$ cat src/rtl/alu_multicycle.sv
// Multi-cycle EX-stage ALU: registered single-cycle ops plus iterative
// MULT/MULTU/DIV/DIVU with HI/LO and a start/busy/done handshake.
module alu_multicycle #(
    parameter int WIDTH = 32
) (
    input  logic                     clk,
    input  logic                     reset,
    input  logic                     start,
    input  logic [5:0]               func,
    input  logic [WIDTH-1:0]         a,
    input  logic [WIDTH-1:0]         b,
    input  logic [$clog2(WIDTH)-1:0] shamt,
    output logic [WIDTH-1:0]         result,
    output logic                     z_flag,
    output logic                     ovf,
    output logic                     dz,
    output logic                     busy,
    output logic                     done,
    output logic [WIDTH-1:0]         hi,
    output logic [WIDTH-1:0]         lo
);
    localparam int W = WIDTH;
    localparam int SHW = $clog2(WIDTH);
    localparam logic [SHW-1:0] LAST = SHW'(WIDTH - 1);
    localparam logic [SHW-1:0] ONE_S = SHW'(1);
    localparam logic [W-1:0] ONE_W = W'(1);

    typedef enum logic [1:0] {S_IDLE, S_MUL, S_DIV, S_DONE} state_t;

    state_t state_q, state_d;
    logic [SHW-1:0] cnt_q, cnt_d;
    logic [W-1:0] x_q, x_d;
    logic [2*W-1:0] p_q, p_d;
    logic negq_q, negq_d, negr_q, negr_d;
    logic [W-1:0] result_q, result_d, hi_q, hi_d, lo_q, lo_d;
    logic z_q, z_d, ovf_q, ovf_d, dz_q, dz_d;
    logic busy_q, busy_d, done_q, done_d;

    logic [W:0] msum, dsh, dtr;
    logic [2*W-1:0] pstep;
    logic [W-1:0] fin_hi, fin_lo;
    logic [W-1:0] res_n, sum, diff, ma, mb;
    logic is_br, z_br, multi, sgn;

    function automatic logic [W-1:0] lead(input logic [W-1:0] v, input logic ones);
        logic [W-1:0] n;
        logic stop;
        n = '0;
        stop = 1'b0;
        for (int i = W - 1; i >= 0; i--) begin
            if (!stop && v[i] == ones) n = n + ONE_W;
            else stop = 1'b1;
        end
        return n;
    endfunction

    // p_q holds {partial product, multiplier} or {remainder, dividend/quotient}
    always_comb begin
        msum = {1'b0, p_q[2*W-1:W]} + (p_q[0] ? {1'b0, x_q} : '0);
        dsh = {p_q[2*W-1:W], p_q[W-1]};
        dtr = dsh - {1'b0, x_q};
        if (state_q == S_MUL) begin
            pstep = {msum, p_q[W-1:1]};
            {fin_hi, fin_lo} = negq_q ? -pstep : pstep;
        end else begin
            pstep = dtr[W] ? {dsh[W-1:0], p_q[W-2:0], 1'b0}
                           : {dtr[W-1:0], p_q[W-2:0], 1'b1};
            fin_lo = negq_q ? -pstep[W-1:0] : pstep[W-1:0];
            fin_hi = negr_q ? -pstep[2*W-1:W] : pstep[2*W-1:W];
        end
    end

    always_comb begin
        state_d = state_q;
        cnt_d = cnt_q;
        x_d = x_q;
        p_d = p_q;
        negq_d = negq_q;
        negr_d = negr_q;
        result_d = result_q;
        z_d = z_q;
        ovf_d = ovf_q;
        dz_d = dz_q;
        hi_d = hi_q;
        lo_d = lo_q;
        busy_d = 1'b0;
        done_d = 1'b0;
        sum = a + b;
        diff = a - b;
        res_n = '0;
        is_br = 1'b0;
        z_br = 1'b0;
        multi = 1'b0;
        sgn = ~func[0];
        ma = (sgn && a[W-1]) ? -a : a;
        mb = (sgn && b[W-1]) ? -b : b;
        unique case (state_q)
            S_MUL, S_DIV: begin
                busy_d = 1'b1;
                p_d = pstep;
                cnt_d = cnt_q + ONE_S;
                if (cnt_q == LAST) begin
                    hi_d = fin_hi;
                    lo_d = fin_lo;
                    result_d = fin_lo;
                    z_d = (fin_lo == '0);
                    busy_d = 1'b0;
                    done_d = 1'b1;
                    state_d = S_DONE;
                end
            end
            default: begin
                state_d = S_IDLE;
                if (start) begin
                    ovf_d = 1'b0;
                    dz_d = 1'b0;
                    done_d = 1'b1;
                    case (func)
                        6'b100100: res_n = a & b;
                        6'b100101: res_n = a | b;
                        6'b100110: res_n = a ^ b;
                        6'b100111: res_n = ~(a | b);
                        6'b100001: res_n = sum;
                        6'b100011: res_n = diff;
                        6'b100000: begin
                            res_n = sum;
                            ovf_d = (a[W-1] == b[W-1]) && (sum[W-1] != a[W-1]);
                        end
                        6'b100010: begin
                            res_n = diff;
                            ovf_d = (a[W-1] != b[W-1]) && (diff[W-1] != a[W-1]);
                        end
                        6'b000000: res_n = a << shamt;
                        6'b000010: res_n = a >> shamt;
                        6'b000011: res_n = $signed(a) >>> shamt;
                        6'b000100: res_n = a << b[SHW-1:0];
                        6'b000110: res_n = a >> b[SHW-1:0];
                        6'b101010: res_n = {{(W-1){1'b0}}, $signed(a) < $signed(b)};
                        6'b101011: res_n = {{(W-1){1'b0}}, a < b};
                        6'b111000: res_n = lead(a, 1'b1);
                        6'b000111: res_n = lead(a, 1'b0);
                        6'b010000: res_n = hi_q;
                        6'b010010: res_n = lo_q;
                        6'b010001: begin
                            hi_d = a;
                            res_n = a;
                        end
                        6'b010011: begin
                            lo_d = a;
                            res_n = a;
                        end
                        6'b110010: begin
                            is_br = 1'b1;
                            z_br = !a[W-1] && (a != '0);
                        end
                        6'b110110: begin
                            is_br = 1'b1;
                            z_br = a[W-1] || (a == '0);
                        end
                        6'b110100: begin
                            is_br = 1'b1;
                            z_br = 1'b1;
                        end
                        6'b011000, 6'b011001: begin
                            multi = 1'b1;
                            x_d = ma;
                            p_d = {{W{1'b0}}, mb};
                            negq_d = sgn && (a[W-1] ^ b[W-1]);
                            state_d = S_MUL;
                        end
                        6'b011010, 6'b011011: begin
                            if (b == '0) begin
                                dz_d = 1'b1;
                                lo_d = '1;
                                hi_d = a;
                                res_n = '1;
                            end else begin
                                multi = 1'b1;
                                x_d = mb;
                                p_d = {{W{1'b0}}, ma};
                                negq_d = sgn && (a[W-1] ^ b[W-1]);
                                negr_d = sgn && a[W-1];
                                state_d = S_DIV;
                            end
                        end
                        default: res_n = '0;
                    endcase
                    if (multi) begin
                        cnt_d = '0;
                        busy_d = 1'b1;
                        done_d = 1'b0;
                    end else if (is_br) begin
                        z_d = z_br;
                    end else begin
                        result_d = res_n;
                        z_d = (res_n == '0);
                    end
                end
            end
        endcase
    end

    always_ff @(posedge clk or posedge reset) begin
        if (reset) begin
            state_q <= S_IDLE;
            cnt_q <= '0;
            x_q <= '0;
            p_q <= '0;
            negq_q <= 1'b0;
            negr_q <= 1'b0;
            result_q <= '0;
            z_q <= 1'b0;
            ovf_q <= 1'b0;
            dz_q <= 1'b0;
            hi_q <= '0;
            lo_q <= '0;
            busy_q <= 1'b0;
            done_q <= 1'b0;
        end else begin
            state_q <= state_d;
            cnt_q <= cnt_d;
            x_q <= x_d;
            p_q <= p_d;
            negq_q <= negq_d;
            negr_q <= negr_d;
            result_q <= result_d;
            z_q <= z_d;
            ovf_q <= ovf_d;
            dz_q <= dz_d;
            hi_q <= hi_d;
            lo_q <= lo_d;
            busy_q <= busy_d;
            done_q <= done_d;
        end
    end

    assign result = result_q;
    assign z_flag = z_q;
    assign ovf = ovf_q;
    assign dz = dz_q;
    assign busy = busy_q;
    assign done = done_q;
    assign hi = hi_q;
    assign lo = lo_q;
endmodule

$ cat config.mk
export PLATFORM = sky130hd
export DESIGN_NAME = alu_multicycle
export DESIGN_NICKNAME = d
export VERILOG_FILES = /design/src/rtl/alu_multicycle.sv
export SDC_FILE = /design/constraint.sdc
export NUM_CORES = 2
export LEC_CHECK = 0
export BUFFER_PORTS_ARGS = -buffer_cell sky130_fd_sc_hd__buf_2
export CAP_MARGIN = 15
export CELL_PAD_IN_SITES_DETAIL_PLACEMENT = 1
export CELL_PAD_IN_SITES_GLOBAL_PLACEMENT = 1
export CORE_ASPECT_RATIO = 0.8
export CORE_UTILIZATION = 45
export DETAILED_ROUTE_END_ITERATION = 10
export HOLD_SLACK_MARGIN = 0.02
export PLACE_DENSITY = 0.78
export SYNTH_ARGS = -nofsm -noshare
export SYNTH_HDL_FRONTEND = slang
export SYNTH_SLANG_ARGS = --single-unit
export TNS_END_PERCENT = 100
$ cat constraint.sdc
create_clock -name clk -period 21.9 [get_ports clk]
set_input_delay 1.095 -clock clk [delete_from_list [all_inputs] [get_ports clk]]
set_output_delay 1.095 -clock clk [all_outputs]
set_load 0.02 [all_outputs]
==> parameters.txt <==
Parameter                              Value

Place
  Placer congestion estimate ... approximately 1.0
  Post-detailed-placement cell area ... approximately 39000 µm²
  Total placed cells including tap cells ... about 6500
  DP HPWL ... ~150000 µm
  Pre-CTS worst setup slack ... -410 ps
  Number of buffer cells added on primary ports ... 178

Floorplan
  Chip Height ... about 260 µm
  Top-Level Pins ... ~180
  Row count ... 94
  Effective utilization at floorplan ... between 40% and 50%
  Total die area ... roughly 84000 µm²
  Std-Cell Core Area ... 82200 µm²
  Overall die width ... between 300 and 400 µm

Synthesis
  Count of warnings emitted by yosys ... 0
  Yosys cell types ... 118
  Dominant synthesized flop cell ... sky130_fd_sc_hd__dfrtp_1
  Number of flip-flops and latches in the synthesized netlist ... roughly 210
  Cells after synthesis ... roughly 5500
  Post-synth EDFFs ... 0
  Net Count, Synth ... around 5800
  Post-synthesis instance area ... between 30000 and 40000 µm²
  Share of synthesized registers carrying an async set or reset ... 100%
  Proportion of synthesized chip area in sequential cells ... between 10 and 15%
  Mean instance size in the synthesized netlist ... 6.85 µm²

Run status
  Status ... finished, final reports clean

Clock tree
  Number of hold-repair buffers added at the cts stage ... 0
  CTS Sinks ... ~210
  Number of buffers added by the clock tree synthesis step ... 23
  Maximum level of the CTS H-tree ... 1
  TritonCTS clock tree ... built
  CTS clock-pin slew for the worst setup and hold paths ... about 70 ps
  Clock latency on the worst-skew pair ... ~560 ps
  Clock root buffer master ... sky130_fd_sc_hd__clkbuf_16
  Maximum root-to-sink buffer count ... 3

Setup path
  Largest fanout of any net on the critical path ... 5
  Crit path capture type ... register
  CP arrival ... 21380 ps
  Kind of start point of the critical path ... input pin
  Slowest Stage Delay on Critical Path ... 400 ps
  Worst EP required ... between 20000 and 25000 ps
  Cell seen most often among critical-path stages ... sky130_fd_sc_hd__ha_1
  Register-to-register setup slack ... ~12000 ps
  Cell with the largest stage delay on the worst path ... sky130_fd_sc_hd__o311a_1
  Type of the setup path with the least slack ... input pin to register

Layout
  Share of cells above drive strength 1 ... approximately a tenth
  Count of non-filler cells in the finished layout ... 6521
  Nets ... around 5700
  Fillers ... about 11000
  Post-Layout Inst Area ... around 40000 µm²
  P&R area growth vs syn ... 7.72%

Global route
  Global-route usage over all layers ... between 40% and 50%
  Vias in the first global route ... a little over 40000
  Sum of overflow across all layers after global routing ... 0
  Global-route wire length before repair ... 276000 µm
  Largest net degree at the start of global routing ... around 110
  Initial antenna violation count ... 15

STA
  Final hold violations ... 0
  Max Fclk ... approximately 0.048 GHz
  Final period demand of the worst path ... roughly 21000 ps
  Final cycle utilization of the critical path ... 95.4%
  Final number of max-transition violations ... 0
  Post-Route Skew ... between 15 and 20 ps
  Final-report setup violation count ... 0
  Worst slew pin tran ... roughly 1300 ps
  Post-layout worst setup margin ... roughly 1000 ps
  Normalized max-slew margin ... between 10 and 15%

Drt
  Vias after detailed routing ... between 40000 and 50000
  Remaining number of nets flagged by the antenna check after routing ... 0
  Initial DRC count ... 5435
  Total detailed-routing wirelength ... 191000 µm
  Detailed-router iteration count before antenna repair ... 6
  Average wire length per cell after detail routing ... ~30 µm
  DRC viols ... 0
  Detailed-route vias per instance ... roughly 6.7

Hold path
  Min-Delay Path Class ... register to register

Power
  Worst vdd rail ir drop ... roughly 130 µV
  Pwr Density ... slightly above 100 nW/µm²
  Total leakage power ... between 15 and 20 nW

Flow run
  Reported max-cap violation count ... 0
==> cells by family (layout without fill, tap and decap cells) <==
| kind of cell | Yosys count | after routing | share of synthesized area (%) |
|---|---|---|---|
| flip-flops | 206 | 206 | 13.8 |
| other | 0 | 5 | 0 |
| buffers and inverters | 594 | 555 | 6.11 |
| AO/OA/AOI/OAI | 1633 | 1633 | 27.0 |
| multiplexers | 288 | 288 | 8.48 |
| AND/OR/NAND/NOR | 2051 | 2051 | 25.1 |
| adder cells (fa/ha/maj) | 237 | 237 | 7.97 |
| XOR/XNOR | 442 | 442 | 11.5 |
==> sequential cells by signal, indices dropped and copies added, names as in the netlist <==
register and count:
x_q 32, ovf 1, done 1, negq_q 1
dz 1, z_flag 1, busy 1, result 32
cnt_q 5, p_q 64, lo 32, hi 32
negr_q 1, state_q 2
==> per-layer routing <==
metal	GRT usage, %	share of wire (%)	up-vias
met1	66.0	46	21576
met4	12.5	3.1	12
li1	-	-	19375
met5	0	0.044	-
met2	59.1	39	2356
met3	11.8	12	324
==> where the power goes <==
group	internal [mW]	switching [mW]	leakage, nW	total (mW)
registers	0.546	0.248	2.56	0.794
logic	0.971	1.96	14.1	2.93
clock network	0.229	0.196	0.357	0.425
total	1.75	2.40	17.1	4.15
==> Yosys cell counts (all sizes together) (13+ instances only) <==
| library cell | number | area share [%] |
|---|---|---|
| o31ai | 73 | 1.5 |
| nand3 | 170 | 2.3 |
| ha | 226 | 7.6 |
| nor3 | 117 | 1.7 |
| and3 | 61 | 1.0 |
| a221oi | 26 | 0.64 |
| clkinv | 13 | 0.13 |
| or3 | 39 | 0.65 |
| mux4 | 18 | 1.1 |
| o221ai | 27 | 0.63 |
| nand2 | 644 | 6.5 |
| nor4 | 48 | 0.88 |
| o21a | 28 | 0.56 |
| inv | 198 | 2.0 |
| xnor2 | 302 | 7.6 |
| o21ai | 401 | 5.4 |
| o21bai | 37 | 0.77 |
| a21oi | 564 | 7.6 |
| buf | 78 | 0.92 |
| mux2 | 32 | 0.99 |
| xor2 | 127 | 3.1 |
| nand4 | 41 | 0.69 |
| or4 | 19 | 0.39 |
| and2 | 43 | 0.72 |
| clkbuf | 305 | 3.1 |
| o22ai | 33 | 0.55 |
| a31oi | 53 | 0.93 |
| mux2i | 238 | 6.4 |
| dfrtp | 206 | 14 |
| a211oi | 117 | 2.4 |
| nor3b | 18 | 0.38 |
| a22oi | 18 | 0.36 |
| nor2 | 701 | 7.1 |
| a21o | 75 | 1.5 |
| a21boi | 13 | 0.26 |
| nor2b | 42 | 0.71 |
| o211ai | 36 | 0.72 |
| nand2b | 45 | 0.75 |
| or2 | 16 | 0.27 |
==> timing repair <==
item,4_1_cts,5_1_grt
resized for setup,0,46
setup endpoints to repair,0,6
setup buffers,0,14
==> cell usage in the layout, fill, tap and decap left out, drive strengths merged, types with 19 or more instances in the layout <==
cell type and count:
nor2 701, o211ai 36, inv 198, dfrtp 206
and2 43, and3 61, xnor2 302, o21bai 37
ha 226, nor4 48, o221ai 27, a21oi 564
a21o 75, a221oi 26, nand2 644, or4 19
o21a 28, nand2b 45, nand4 41, a211oi 117
buf 295, a31oi 53, xor2 127, or3 39
nor2b 42, nand3 170, o22ai 33, clkbuf 36
o31ai 73, nor3 117, mux2i 238, mux2 32
o21ai 401
==> cell type report <==
cell class / count / area, µm² / area share [%]
antenna: 5 / 12.5 / 0.0311
multi-input combinational: 4651 / 30200 / 75.1
sequential: 206 / 5160 / 12.8
timing repair buffer: 303 / 1890 / 4.69
tap: 1104 / 1380 / 3.43
clock inverter: 13 / 145 / 0.361
inverter: 211 / 803 / 2.00
clock buffer: 28 / 624 / 1.55
==> per-stage QoR <==
stage	setup TNS (ps)	util [%]	power [mW]	hold WS, ps
final	0	48.9	4.15	475
after global routing	-150	48.9	4.38	498
after CTS	0	48.4	4.03	480
after detailed placement	-410	47.5	3.58	465
after global placement	0	47.5	3.50	455
after floorplan	0	-	2.62	437
==> worst max-delay path, delay by kind of cell <==
family          cells  cell delay (ps)
fa+ha+maj          29             8810
mux                17             3350
buf+inv             3              370
simple gates       26             2870
compound gates     29             4820
==> final timing paths <==
kind                            start         end  depth (start not counted)
min                        result[15]  result[15]                          1
max reg2reg                   p_q[31]      z_flag                         36
max                             a[31]      z_flag                        104
max in group asynchronous       reset       hi[5]                          4
min reg2reg                result[15]  result[15]                          1
min in group asynchronous       reset     p_q[59]                          2
(Power assumes the default switching activity.)
